**config.mk**
```make
export PLATFORM = sky130hd
export DESIGN_NAME = uart_mem_loader
export DESIGN_NICKNAME = d
export VERILOG_FILES = /design/src/rtl/uart_mem_loader.sv
export SDC_FILE = /design/constraint.sdc
export NUM_CORES = 1
export LEC_CHECK = 0
export BUFFER_PORTS_ARGS = -buffer_cell sky130_fd_sc_hd__buf_2
export CORE_ASPECT_RATIO = 1.75
export CORE_MARGIN = 1.5
export CORE_UTILIZATION = 45
export CTS_BUF_LIST = sky130_fd_sc_hd__clkbuf_4
export DETAILED_ROUTE_END_ITERATION = 8
export HOLD_SLACK_MARGIN = 0.03
export SLEW_MARGIN = 20
export SYNTH_ARGS = -nofsm -noshare
export SYNTH_HDL_FRONTEND = slang
export SYNTH_SLANG_ARGS = --single-unit
```
**constraint.sdc**
```tcl
create_clock -name clk -period 2.5 [get_ports clk]
set_clock_uncertainty 0.1 [all_clocks]
set_input_delay 0.5 -clock clk [delete_from_list [all_inputs] [get_ports clk]]
set_output_delay 0.5 -clock clk [all_outputs]
set_load 0.005 [all_outputs]
```
**src/rtl/uart_mem_loader.sv**
```systemverilog
// uart_mem_loader: receives 8N1 UART bytes, assembles 8-byte big-endian (address, data)
// frames and issues single-word writes on a memory port with a hold-until-grant handshake.
module uart_mem_loader #(
    parameter int CLKS_PER_BIT = 16,
    parameter int TIMEOUT      = 65535,
    parameter int CNT_W        = 16
) (
    input  logic             clk,
    input  logic             rst,
    input  logic             rxd,
    output logic [29:0]      mem_addr,
    output logic [31:0]      mem_din,
    output logic             mem_en,
    output logic             mem_we,
    input  logic             mem_gnt,
    output logic             loading,
    output logic [CNT_W-1:0] words_written,
    output logic             err_frame,
    output logic             err_overrun,
    input  logic             clr_err
);
    localparam int CW = $clog2(CLKS_PER_BIT);
    localparam int TW = $clog2(TIMEOUT + 1);

    typedef enum logic [1:0] {IDLE, START, DATA, STOP} state_t;

    state_t           r_state, w_next;
    logic             r_rx_s1, r_rx_s2, r_armed;
    logic [CW-1:0]    r_cnt;
    logic [2:0]       r_bit, r_idx;
    logic [7:0]       r_byte;
    logic [55:0]      r_asm;
    logic [TW-1:0]    r_to;
    logic [29:0]      r_addr;
    logic [31:0]      r_din;
    logic             r_en, r_ferr, r_oerr;
    logic [CNT_W-1:0] r_words;
    logic             w_rx, w_tick, w_half, w_byte_valid, w_ferr, w_to, w_done, w_load;

    assign w_rx   = r_rx_s2;
    assign w_tick = r_cnt == CW'(CLKS_PER_BIT - 1);
    assign w_half = r_cnt == CW'(CLKS_PER_BIT / 2 - 1);
    assign w_to   = r_to == TW'(TIMEOUT);
    assign w_done = w_byte_valid && r_idx == 3'd7;
    assign w_load = w_done && !r_en;

    always_ff @(posedge clk or negedge rst) begin
        if (!rst) r_state <= IDLE;
        else      r_state <= w_next;
    end

    always_comb begin
        w_next       = r_state;
        w_byte_valid = 1'b0;
        w_ferr       = 1'b0;
        case (r_state)
            IDLE:  w_next = (!w_rx && r_armed) ? START : IDLE;
            START: w_next = w_half ? (w_rx ? IDLE : DATA) : START;
            DATA:  w_next = (w_tick && r_bit == 3'd7) ? STOP : DATA;
            STOP: begin
                w_next       = w_tick ? IDLE : STOP;
                w_byte_valid = w_tick && w_rx;
                w_ferr       = w_tick && !w_rx;
            end
            default: w_next = IDLE;
        endcase
    end

    always_ff @(posedge clk or negedge rst) begin
        if (!rst) begin
            r_rx_s1 <= 1'b1;
            r_rx_s2 <= 1'b1;
            r_armed <= 1'b1;
            r_cnt   <= '0;
            r_bit   <= '0;
            r_byte  <= '0;
            r_idx   <= '0;
            r_asm   <= '0;
            r_to    <= '0;
            r_addr  <= '0;
            r_din   <= '0;
            r_en    <= 1'b0;
            r_words <= '0;
            r_ferr  <= 1'b0;
            r_oerr  <= 1'b0;
        end else begin
            r_rx_s1 <= rxd;
            r_rx_s2 <= r_rx_s1;
            // After a framing error the line must return high before a new start bit counts
            r_armed <= w_ferr ? 1'b0 : (w_rx ? 1'b1 : r_armed);
            r_cnt   <= (r_state == IDLE || w_next != r_state || w_tick) ? '0 : r_cnt + 1'b1;
            r_bit   <= (r_state != DATA) ? '0 : (w_tick ? r_bit + 1'b1 : r_bit);
            r_byte  <= (r_state == DATA && w_tick) ? {w_rx, r_byte[7:1]} : r_byte;
            r_idx   <= (w_ferr || w_to) ? '0 : (w_byte_valid ? r_idx + 1'b1 : r_idx);
            r_asm   <= w_byte_valid ? {r_asm[47:0], r_byte} : r_asm;
            r_to    <= (r_idx == 3'd0 || w_byte_valid || w_to) ? '0 :
                       (r_state == IDLE ? r_to + 1'b1 : r_to);
            r_addr  <= w_load ? r_asm[55:26] : r_addr;
            r_din   <= w_load ? {r_asm[23:0], r_byte} : r_din;
            r_en    <= w_load ? 1'b1 : ((r_en && mem_gnt) ? 1'b0 : r_en);
            r_words <= (r_en && mem_gnt) ? r_words + 1'b1 : r_words;
            r_ferr  <= w_ferr ? 1'b1 : (clr_err ? 1'b0 : r_ferr);
            r_oerr  <= (w_done && r_en) ? 1'b1 : (clr_err ? 1'b0 : r_oerr);
        end
    end

    assign mem_addr      = r_addr;
    assign mem_din       = r_din;
    assign mem_en        = r_en;
    assign mem_we        = r_en;
    assign words_written = r_words;
    assign err_frame     = r_ferr;
    assign err_overrun   = r_oerr;
    assign loading       = (r_idx != 3'd0) || (r_state != IDLE) || r_en;
endmodule

```
==> results.txt <==
The number of buffers created by CTS came out at 17. The buffers inserted during post-CTS setup optimization came out at 0. The biggest fanout along the worst timing path came out at 56.

The maximum clock path buffer count is 2. IR analysis of the VDD net gives a maximum drop of roughly 0.35 mV. Traced cell by cell, the critical path runs through ha_1 > nand3_4 > nor4b_4 > buf_12 > mux2_2. The die is between 90 and 100 µm wide. The fmax is around 440 MHz. TritonCTS built the clock tree. The clock insertion delay at the later pin of the skew report came out at around 0.55 ns.

The clock tree synthesis step divided the H-tree into 4 levels. The number of endpoints with negative hold slack in the final report came out at 0. Relative to the synthesized area, the layout overhead comes to 12.3%. For this design, the sink count on the clock tree is about 180. The number of maximum-capacitance constraint violations came out at 0.

The violation count after the first detailed-route iteration came out at roughly 130. The placed wire-length estimate came out at 8990 µm. The tightest hold path in the finished design has a slack of roughly 0.16 ns. The number of cells produced by synthesis came out at between 400 and 500.

The portion of total power attributed to the clock network came out at about a third. The start point of the worst min-delay path is mem_gnt. The remaining global-route overflow came out at 0. The startpoint kind of the worst setup timing path is a flop. For this design, the slowest cell found on the critical path is sky130_fd_sc_hd__dfrtp_1. Dividing the detail-routed via count by the number of cells gives 5.25.

Setup violations remaining at the end of the flow were counted as 0. The fraction of power consumed by sequential logic is between 60 and 70%. The measured slew at the worst slew-check pin is around 0.5 ns. The completed layout was analyzed and its total power is slightly below 0.005 W. The mean routed wirelength per cell came out at about 17 µm. The number of antenna violations at the first check in global routing was 1. After synthesis, the cell types taking the most area are sky130_fd_sc_hd__dfrtp_1 (59%), sky130_fd_sc_hd__mux2_4 (12%), sky130_fd_sc_hd__mux2_2 (10%), sky130_fd_sc_hd__xor2_1 (2.1%), sky130_fd_sc_hd__buf_12 (1.6%). The Yosys step of the flow raised 0 warnings. After the last flow step, the layout net total stands at 609. The power per standard cell area came out at between 500 and 600 nW/µm². The clock transition at the register clock pins on the worst setup and hold paths after CTS is 0.16 ns.

The final setup TNS came out at 0 ns. The post-route minimum period came out at 2.29 ns. The delay contributed by the slowest stage of the critical path came out at between 0.4 and 0.5 ns. The design internal power is 0.00347 W.

The first-pass detailed-route iteration total is 4. The number of buffers inserted by port buffering is 87. The post-synthesis async set-or-reset flop share came out at 100%. The root buffer cell chosen for the clock tree is sky130_fd_sc_hd__clkbuf_4. The final estimated routing congestion in global placement is 0.773. Summed over all instances, the cell type with the most area after synthesis is sky130_fd_sc_hd__dfrtp_1. The class of the worst hold path is in -> reg.

The total nets after synthesis is a little over 500. In the routed design, unresolved DRC markers number 0. Cells with a size suffix above 1 make up between 40% and 50% of the layout. The worst register-to-register path has a depth of 5. The setup path with the least slack is of type reg -> reg. The total leakage power came out at 4.23 nW. The endpoint identified for the worst register-to-register timing path is mem_din[31].

Setup repair after global routing left no endpoint under its margin. The count of antenna-violating nets left after detailed routing is 0. The count of final max-slew check failures is 0. A synthesized cell averages 14.8 µm². For hold timing, the worst endpoint is mem_en. In this run the cell area of the synthesized design comes to ~7400 µm².

The area of the core region is roughly 16000 µm². The instance count along the most critical hold path came out at 3. The area of the die is around 17000 µm². For this run, the total global-route usage over all layers was measured as around 17%.

For this run, the leading register cell type out of synthesis is sky130_fd_sc_hd__dfrtp_1. The required time at the endpoint of the critical path came out at 2.84 ns. The data arrival time of the critical path is ~2.6 ns. The number of top-level pins is a little under 90. In this run the tightest slew margin relative to its limit is between 60 and 70%. In this run the critical register-to-register path is launched from r_cnt[0]. The worst setup path is captured at a flop. The starting density of the core is a little under half. The cell row count is between 60 and 70. The total wirelength of the detailed-routed design came out at around 13000 µm. Counting both buffers and inverters, the worst setup path holds a total of 1. The switching part of the total power is between 20% and 30%. The net switching power is around 0.0014 W.

The number of distinct library cell variants in the gate-level netlist after synthesis came out at 44. The post-route fraction of the period consumed by the critical path is between 90% and 100%. The via count of the first global-routing pass came out at roughly 4400.

The maximum number of pins on one net before global-route repair is 57. The number of enable flip-flop cells after synthesis came out at 0. The part of the power in combinational logic is 6.7%. The global-route wire length before repair is 22500 µm. The kind of cell adding the most delay to the critical path is simple AND/OR/NAND/NOR gates. The reg-to-reg setup timing slack came out at approximately 0.21 ns. The sequential cell area fraction in the yosys report is 59.8%. The post-synthesis sequential element count came out at between 150 and 200. The top-area cell type share of the netlist area is around three fifths. The run finished with clean final reports. Detailed routing inserted a total of ~4200 vias. Measured along the y axis, the die boundary spans 172 µm.
-- state kept, by name, summed over array words and instances (netlist names), 2 cells and up --
register       count
r_byte             8
words_written     16
mem_addr          30
r_cnt              4
mem_din           32
r_bit              3
r_state            2
r_asm             56
r_to              16
r_idx              3
-- tightest hold or removal path, delay by kind of cell --
family / cells / cell delay, ns
buf+inv: 2 / 0.19
compound gates: 1 / 0.10
-- cells by family after synthesis --
logic type,count (synthesis),synth area share (%)
AOI/OAI and AO/OA,21,1.63
xor gates and xnor gates,30,3.56
adders and majority gates,8,1.36
buffers and inverters,28,3.24
DFF,176,59.8
muxes,129,22.7
and+or+nand+nor,107,7.80
-- per-layer routing --
metal | routed length, µm | GRT usage (%) | vias up
met4 | 163 | 5.33 | 0
met3 | 327 | 3.31 | 12
met1 | 5950 | 21.6 | 2166
met2 | 6820 | 27.9 | 70
li1 | - | - | 1944
met5 | 0 | 0 | -
-- worst max-delay path by stage --
stage / from / to / slack (ns) / cells after the start
final: r_cnt[0] / mem_din[31] / 0.21 / 5
after global routing: r_state[1] / loading / 0.05 / 3
after CTS: r_state[1] / loading / 0.15 / 3
after detailed placement: r_cnt[0] / mem_din[31] / 0.25 / 5
after global placement: r_cnt[0] / mem_din[31] / 0.31 / 5
after floorplan: r_cnt[0] / mem_addr[0] / 0.59 / 6
-- power groups by stage --
| stage | Combinational [W] | Sequential [W] | Clock (W) |
|---|---|---|---|
| global placement | 0.000317 | 0.00304 | 0 |
| global route | 0.000377 | 0.00301 | 0.00171 |
| CTS | 0.000335 | 0.00299 | 0.00160 |
| detailed placement | 0.000329 | 0.00304 | 0 |
| floorplan | 0.000247 | 0.00300 | 0 |
| finish | 0.000324 | 0.00299 | 0.00154 |
-- Yosys cell counts (all sizes together) (4+ instances only) --
library cell	instances
dfrtp	173
mux2	127
nor2	29
nand2	21
nand3	21
buf	19
xor2	18
xnor2	12
nand4	10
ha	8
inv	7
o21ai	7
a21oi	6
and3	4
-- placed cells by master, fill, tap and decap left out, types with 7 or more instances in the layout --
master                     count
sky130_fd_sc_hd__nand2_1      20
sky130_fd_sc_hd__mux2_4       59
sky130_fd_sc_hd__nor2_1       27
sky130_fd_sc_hd__clkbuf_4     17
sky130_fd_sc_hd__dfrtp_1     173
sky130_fd_sc_hd__xnor2_1      12
sky130_fd_sc_hd__buf_2        86
sky130_fd_sc_hd__inv_1         7
sky130_fd_sc_hd__nand3_1      18
sky130_fd_sc_hd__mux2_2       68
sky130_fd_sc_hd__o21ai_0       7
sky130_fd_sc_hd__xor2_1       18
sky130_fd_sc_hd__ha_1          8
sky130_fd_sc_hd__nand4_1      10
-- layout make-up --
cell class,count,area (µm²)
Fill cell,1393,7670
Sequential cell,176,4410
Multi-Input combinational cell,295,2750
Timing Repair Buffer,99,589
Tap cell,189,236
Clock inverter,15,146
Clock buffer,17,128
Inverter,7,26.3
Antenna cell,1,2.50
-- metrics by stage --
| step | instance area [µm²] | cells | utilization, % | worst slack, ns |
|---|---|---|---|---|
| 5_1_grt | 8280 | 799 | 51.9 | 0.0493 |
| 3_3_place_gp | 7980 | 763 | 50.0 | 0.308 |
| 6_report | 8280 | 799 | 51.9 | 0.210 |
| 2_1_floorplan | 7380 | 499 | - | 0.590 |
| 3_5_place_dp | 7980 | 763 | 50.0 | 0.254 |
| 4_1_cts | 8280 | 798 | 51.9 | 0.150 |
-- repair_timing --
| item | in CTS | in global routing |
|---|---|---|
| resized for setup | 0 | 0 |
| hold buffers | 3 | 0 |
| endpoints found under the hold margin | 50 | 0 |
No activity file was read; power rests on OpenSTA's default activity.
